<file path="config.mk">
export PLATFORM = sky130hd
export DESIGN_NAME = id_ex_register
export DESIGN_NICKNAME = d
export VERILOG_FILES = /design/src/rtl/id_ex_register.sv
export SDC_FILE = /design/constraint.sdc
export NUM_CORES = 1
export LEC_CHECK = 0
export CAP_MARGIN = 20
export CORE_AREA = 2 2 138 140
export CTS_CLUSTER_SIZE = 8
export DETAILED_ROUTE_END_ITERATION = 8
export DIE_AREA = 0 0 140 142
export PLACE_DENSITY_LB_ADDON = 0.25
export SYNTH_ARGS = -nofsm -noshare
export SYNTH_HDL_FRONTEND = slang
export SYNTH_SLANG_ARGS = --single-unit
</file>
<file path="constraint.sdc">
create_clock -name clk_i -period 3.61 [get_ports clk_i]
set_input_delay 0.722 -clock clk_i [delete_from_list [all_inputs] [get_ports clk_i]]
set_output_delay 0.722 -clock clk_i [all_outputs]
set_load 0.02 [all_outputs]
</file>
<file path="src/rtl/id_ex_register.sv">
// ID->EX pipeline register of the 5-stage RISC-V core.
// Captures decoded control, operands and register addresses from ID on each
// rising edge. A NoOp or Flush request turns the captured instruction into a
// bubble, and a memory stall holds every register. Two saturating counters
// track bubbles inserted and valid instructions issued, for performance debug.
//
// Ports:
//   clk_i, rst_i           clock, asynchronous active-low reset
//   MemStall_i             1 = hold all state (highest priority)
//   NoOp_i, Flush_i        either one = insert a bubble
//   <ctrl>_i / <ctrl>_o    RegWrite, MemtoReg, MemRead, MemWrite, ALUOp, ALUSrc
//   <data>_i / <data>_o    PC, RS1data, RS2data, Imm, Funct, RS1addr, RS2addr, RDaddr
//   Valid_o                1 = EX holds a real instruction, 0 = bubble
//   BubbleCnt_o            saturating count of bubbles inserted
//   IssueCnt_o             saturating count of valid instructions issued
module id_ex_register #(
  parameter int unsigned XLEN  = 32,
  parameter int unsigned CNT_W = 16
) (
  input  logic             clk_i,
  input  logic             rst_i,
  input  logic             MemStall_i,
  input  logic             NoOp_i,
  input  logic             Flush_i,
  input  logic             RegWrite_i,
  input  logic             MemtoReg_i,
  input  logic             MemRead_i,
  input  logic             MemWrite_i,
  input  logic [1:0]       ALUOp_i,
  input  logic             ALUSrc_i,
  input  logic [XLEN-1:0]  PC_i,
  input  logic [XLEN-1:0]  RS1data_i,
  input  logic [XLEN-1:0]  RS2data_i,
  input  logic [XLEN-1:0]  Imm_i,
  input  logic [9:0]       Funct_i,
  input  logic [4:0]       RS1addr_i,
  input  logic [4:0]       RS2addr_i,
  input  logic [4:0]       RDaddr_i,
  output logic             RegWrite_o,
  output logic             MemtoReg_o,
  output logic             MemRead_o,
  output logic             MemWrite_o,
  output logic [1:0]       ALUOp_o,
  output logic             ALUSrc_o,
  output logic [XLEN-1:0]  PC_o,
  output logic [XLEN-1:0]  RS1data_o,
  output logic [XLEN-1:0]  RS2data_o,
  output logic [XLEN-1:0]  Imm_o,
  output logic [9:0]       Funct_o,
  output logic [4:0]       RS1addr_o,
  output logic [4:0]       RS2addr_o,
  output logic [4:0]       RDaddr_o,
  output logic             Valid_o,
  output logic [CNT_W-1:0] BubbleCnt_o,
  output logic [CNT_W-1:0] IssueCnt_o
);

  localparam logic [CNT_W-1:0] CNT_MAX = '1;

  typedef enum logic [1:0] {
    MODE_HOLD    = 2'd0,
    MODE_BUBBLE  = 2'd1,
    MODE_CAPTURE = 2'd2
  } mode_e;

  mode_e mode_c;

  // Per-edge mode: stall beats bubble beats capture.
  always_comb begin
    mode_c = MODE_CAPTURE;
    if (MemStall_i) begin
      mode_c = MODE_HOLD;
    end else if (Flush_i || NoOp_i) begin
      mode_c = MODE_BUBBLE;
    end
  end

  // Control fields and RDaddr: zeroed on a bubble so nothing downstream matches it.
  always_ff @(posedge clk_i or negedge rst_i) begin
    if (!rst_i) begin
      RegWrite_o <= 1'b0;
      MemtoReg_o <= 1'b0;
      MemRead_o  <= 1'b0;
      MemWrite_o <= 1'b0;
      ALUOp_o    <= 2'd0;
      ALUSrc_o   <= 1'b0;
      RDaddr_o   <= 5'd0;
      Valid_o    <= 1'b0;
    end else if (mode_c == MODE_BUBBLE) begin
      RegWrite_o <= 1'b0;
      MemtoReg_o <= 1'b0;
      MemRead_o  <= 1'b0;
      MemWrite_o <= 1'b0;
      ALUOp_o    <= 2'd0;
      ALUSrc_o   <= 1'b0;
      RDaddr_o   <= 5'd0;
      Valid_o    <= 1'b0;
    end else if (mode_c == MODE_CAPTURE) begin
      RegWrite_o <= RegWrite_i;
      MemtoReg_o <= MemtoReg_i;
      MemRead_o  <= MemRead_i;
      MemWrite_o <= MemWrite_i;
      ALUOp_o    <= ALUOp_i;
      ALUSrc_o   <= ALUSrc_i;
      RDaddr_o   <= RDaddr_i;
      Valid_o    <= 1'b1;
    end
  end

  // Datapath fields: captured on bubble too, since their value is irrelevant then.
  always_ff @(posedge clk_i or negedge rst_i) begin
    if (!rst_i) begin
      PC_o      <= '0;
      RS1data_o <= '0;
      RS2data_o <= '0;
      Imm_o     <= '0;
      Funct_o   <= 10'd0;
      RS1addr_o <= 5'd0;
      RS2addr_o <= 5'd0;
    end else if (mode_c != MODE_HOLD) begin
      PC_o      <= PC_i;
      RS1data_o <= RS1data_i;
      RS2data_o <= RS2data_i;
      Imm_o     <= Imm_i;
      Funct_o   <= Funct_i;
      RS1addr_o <= RS1addr_i;
      RS2addr_o <= RS2addr_i;
    end
  end

  // Saturating performance counters; cleared only by reset.
  always_ff @(posedge clk_i or negedge rst_i) begin
    if (!rst_i) begin
      BubbleCnt_o <= '0;
      IssueCnt_o  <= '0;
    end else begin
      if ((mode_c == MODE_BUBBLE) && (BubbleCnt_o != CNT_MAX)) begin
        BubbleCnt_o <= BubbleCnt_o + CNT_W'(1);
      end
      if ((mode_c == MODE_CAPTURE) && (IssueCnt_o != CNT_MAX)) begin
        IssueCnt_o <= IssueCnt_o + CNT_W'(1);
      end
    end
  end

endmodule
</file>
== Yosys cells after proc, flatten, opt, wreduce, memory -nomap -nowiden ==
Index checks and enable logic that the tools add are counted.

* Add/subtract/negate cells: 2
* Equality and inequality tests: 4
* Muxes and demuxes: 18
* Reduce and logical (&&, ||, !) cells: 5

{| class="wikitable"
|+ Operator list
! operator !! number
|-
| 16-bit by 1-bit adder with 16-bit output (second input constant) || 2
|-
| 16-bit != test (second input constant) || 2
|-
| 1-bit two-way mux || 12
|-
| 5-bit two-way mux || 2
|-
| 2-bit two-way mux || 4
|-
| 2-bit nonzero test || 2
|-
| 2-bit by 1-bit == test with 1-bit output (second input constant) || 1
|-
| 2-bit == test (second input constant) || 1
|-
| 1-bit logical AND || 2
|-
| 1-bit logical OR || 1
|}

* Input bits: 165
* Flip-flop bits (word level): 193
* Logic and storage cells: 46
* Output and inout port bits: 193

== Longest topological paths before layout ==
* Word-level depth: 6
* Mapped depth: 5
* Gate-level depth less buffers: 5

== Worst setup path before layout ==
No wires, ideal clock.

* Kind: input to register
* Start point: in MemStall_i
* End point: reg BubbleCnt_o[8]
* Slack: 1.730 ns
* Setup time: 0.080 ns
* Required time: 3.530 ns
* Arrival time: 1.801 ns
* Stages: 5
* Buffers on the path: 1
* Cells stage by stage: buf_2 > o21bai_2 > or2_2 > nor3_1 > xor2_1

* Longest elaborated chain between the ends: 3

{| class="wikitable"
|+ RTL lines
! element !! RTL line !! RTL
|-
| start: declaration || 22 || <nowiki>input logic MemStall_i,</nowiki>
|-
| 2-bit two-way mux || 71 || <nowiki>if (MemStall_i) begin</nowiki>
|-
| 2-bit by 1-bit == test with 1-bit output || 137 || <nowiki>if ((mode_c == MODE_BUBBLE) && (BubbleCnt_o != CNT_MAX)) begin</nowiki>
|-
| 1-bit logical AND || 137 ||
|-
| end signal: assignment || 138 || <nowiki>BubbleCnt_o <= BubbleCnt_o + CNT_W'(1);</nowiki>
|-
| end: declaration || 54 || <nowiki>output logic [CNT_W-1:0] BubbleCnt_o,</nowiki>
|}

Every way passes these cells.
A chain may end at the register's enable or synchronous reset.

== Worst setup path in the final report ==
* Start point: reg BubbleCnt_o[0]
* End point: out BubbleCnt_o[0]

No word-level cell between the ends.

==> impl_metrics.toml <==
[setup_path]
setup.worst_path.start = "BubbleCnt_o[0]"
cp_num_buf_inv = 1
critical_path.max_fanout = 5
r2r_slack_ps = 1620
worstSetupEndpointType = "output pin"
worstSetupPathType = "register to output pin"
slowest_stage = "clkdlybuf4s50_1"
arrival_ps = 1580
path_cells = "clkdlybuf4s50_1"
worstPathRequired_ps = 2890
reg2reg_from = "BubbleCnt_o[0]"
slowest_delay_ps = 700
crit_family = "buffers and inverters"
startpoint_type = "register"

[synth]
synth_compound_area_share_pct = 2.38
synth-seq-cells = 193
synthMuxAreaShare_pct = 22.5
synthAdderAreaFrac_pct = 0.333
synth_area_um2 = 7510
seq_area_frac_synth_pct = 64.3
synthXorXnorAreaFrac_pct = 3.15
yosys_warnings = 0
syn_inst = 487
syn_avg_cell_area_um2 = 15.4
yosys.area_share.simple_pct = 5.97
syn_nets = 654
synth_top_family_by_area = "multiplexers"
synth_cell_types = 39

[drt]
vias_per_cell = 4.95
drt_iter0_markers = 197
ant_nets = 0
drt_wl_total_um = 20500
first_pass_iters = 8
vias = 5416
routedWlPerCell_um = 18.7
drc = 16

[cts]
cts_inserted_buffers = 17
cts_tree = "built"
cts_max_path_buffers = 2
clk-insertion-delay-late_ps = 430
clkSinkCount = 193
cts_resized = 0
root_buffer = "clkbuf_16"
postCtsHoldBufs = 0
path_clk_slew_ps = 70
post_cts_buffers = 0
htree_num_levels = 4

[min_path]
min_path_type = "input pin to asynchronous set/reset pin"

[layout]
diodes = 0
regArea_um2 = 4830
finalInstanceArea_um2 = 12000
nets = 1015
fill_cells = 1371
stdcell_count = 1095
drive_above_1_share_pct = 23.2
area_growth_syn_to_layout_pct = 59.4
multi_input_area_um2 = 2580

[floorplan]
die_w_um = 140
io_pins = 358
die-area_um2 = 19900
fp-row-count = 50
die_h_um = 142
core_um2 = 18500
initial_core_util_pct = 40.7

[pwr]
leakage_nw = 4.95
power_density_nw_per_um2 = 501
ir_worst_vdd_mv = 0.311

[placement]
placed_cells = 1063
dp_hpwl_um = 15600
gp_congestion = 0.817
dpl_cell_area_um2 = 11400
dp_slack_ps = 1190
io_buffers = 357

[sta]
fin_crit_ps = 2300
fin_tns_setup_ps = 0
fmax_mhz = 435
layout_setup_ws_ps = 1310
hold_ws_ps = 337
max_slew_margin_pct = 48.6
skew_ps = 5.20
rsz0062_at_grt = "no"
worst_pin_slew_ps = 770
slew_violations = 0
period_share_pct = 63.7
hold_viol_final = 0
finalSetupViolations = 0

[job]
cap_violations = 0

[run_status]
failed_checks = "design-rule violations"
outcome = "complete, but fails checks"

[global_routing]
grt_pass1_wl_um = 32000
grt_max_degree = 102
grt_use_total_pct = 20.8
gr-total-overflow = 0
grt_pass1_vias = 5910
antenna_found_initial = 0
## state kept, by name, summed over array words and instances, names as in the netlist
| register | count |
|---|---|
| Imm_o | 32 |
| PC_o | 32 |
| RS1data_o | 32 |
| RS2data_o | 32 |
| BubbleCnt_o | 16 |
| IssueCnt_o | 16 |
| Funct_o | 10 |
| RDaddr_o | 5 |
| RS1addr_o | 5 |
| RS2addr_o | 5 |
| ALUOp_o | 2 |
| ALUSrc_o | 1 |
| MemRead_o | 1 |
| MemWrite_o | 1 |
| MemtoReg_o | 1 |
| RegWrite_o | 1 |
| Valid_o | 1 |
## area by class of cell
cell class / instances / share of cell area, %
well taps: 234 / 2.45
multi-input cells: 271 / 21.6
repair buffers: 362 / 30.4
inverters: 3 / 0.0941
flip-flops and latches: 193 / 40.4
clock buffers: 18 / 3.67
clock inverters: 14 / 1.42
## power breakdown
group	switching (W)	internal [W]	leakage [nW]	total (W)
sequential	0.000198	0.00241	2.32	0.00261
clock	0.000863	0.00106	0.287	0.00193
combinational	0.000669	0.000793	2.34	0.00146
## through the flow
| stage | utilization (%) | total power [W] |
|---|---|---|
| 6_report | 64.8 | 0.00600 |
| 2_1_floorplan | - | 0.00325 |
| 3_5_place_dp | 61.5 | 0.00412 |
| 5_1_grt | 64.8 | 0.00625 |
| 4_1_cts | 64.8 | 0.00607 |
| 3_3_place_gp | 61.5 | 0.00408 |
## final timing paths
path	end	cells after the start
max in group asynchronous	Imm_o[27]	2
hold reg to reg	RS2data_o[11]	1
hold / removal	PC_o[8]	1
setup reg to reg	BubbleCnt_o[1]	5
setup / recovery	BubbleCnt_o[0]	1
min in group clk_i	RS2data_o[11]	1
## routing by layer
layer	wire length, µm	global-route usage [%]
met1	7290	22.0
met4	937	11.3
met2	11000	37.3
met5	0	0
met3	1320	6.19
## logic make-up (layout without fill, tap and decap cells)
group | Yosys count | after routing
xor gates and xnor gates | 27 | 27
buffers and inverters | 23 | 397
and+or+nand+nor | 69 | 69
adders and majority gates | 2 | 2
DFF | 193 | 193
muxes | 150 | 150
AOI/OAI and AO/OA | 23 | 23
## cells in the final DEF, fill, tap and decap left out, types with 6 or more instances in the layout
master	synthesis	routed
xnor2_1	12	12
nand4_1	11	11
nand2_1	6	6
a22o_1	12	12
nor3_1	9	9
nand3_1	7	7
mux2_2	149	149
clkdlybuf4s50_1	0	355
nor2_1	7	7
clkbuf_16	0	17
dfrtp_1	193	193
xor2_1	15	15
## cells in the mapped netlist
cell type | n | share of area [%]
a21boi_0 | 1 | 0.10
a21oi_1 | 4 | 0.27
a22o_1 | 12 | 1.4
a31oi_1 | 2 | 0.17
and2_1 | 2 | 0.17
and3_1 | 4 | 0.33
and4_1 | 2 | 0.23
and4b_1 | 1 | 0.13
buf_1 | 7 | 0.35
buf_2 | 9 | 0.60
clkbuf_1 | 4 | 0.20
dfrtp_1 | 193 | 64
ha_1 | 2 | 0.33
inv_1 | 3 | 0.15
mux2_2 | 149 | 22
mux2_4 | 1 | 0.20
nand2_1 | 6 | 0.30
nand3_1 | 7 | 0.47
nand3b_1 | 1 | 0.10
nand4_1 | 11 | 0.92
nand4_2 | 2 | 0.33
nor2_1 | 7 | 0.35
nor2_2 | 1 | 0.083
nor3_1 | 9 | 0.60
nor3_2 | 1 | 0.13
nor3b_1 | 2 | 0.20
nor4_1 | 3 | 0.25
nor4_2 | 2 | 0.33
nor4_4 | 1 | 0.28
nor4b_1 | 1 | 0.12
o2111ai_1 | 2 | 0.23
o21ai_0 | 1 | 0.067
o21bai_2 | 1 | 0.15
or2_2 | 2 | 0.17
or3_1 | 1 | 0.083
or4_1 | 2 | 0.20
or4b_4 | 1 | 0.18
xnor2_1 | 12 | 1.4
xor2_1 | 15 | 1.7
No activity file was read; power rests on OpenSTA's default activity.
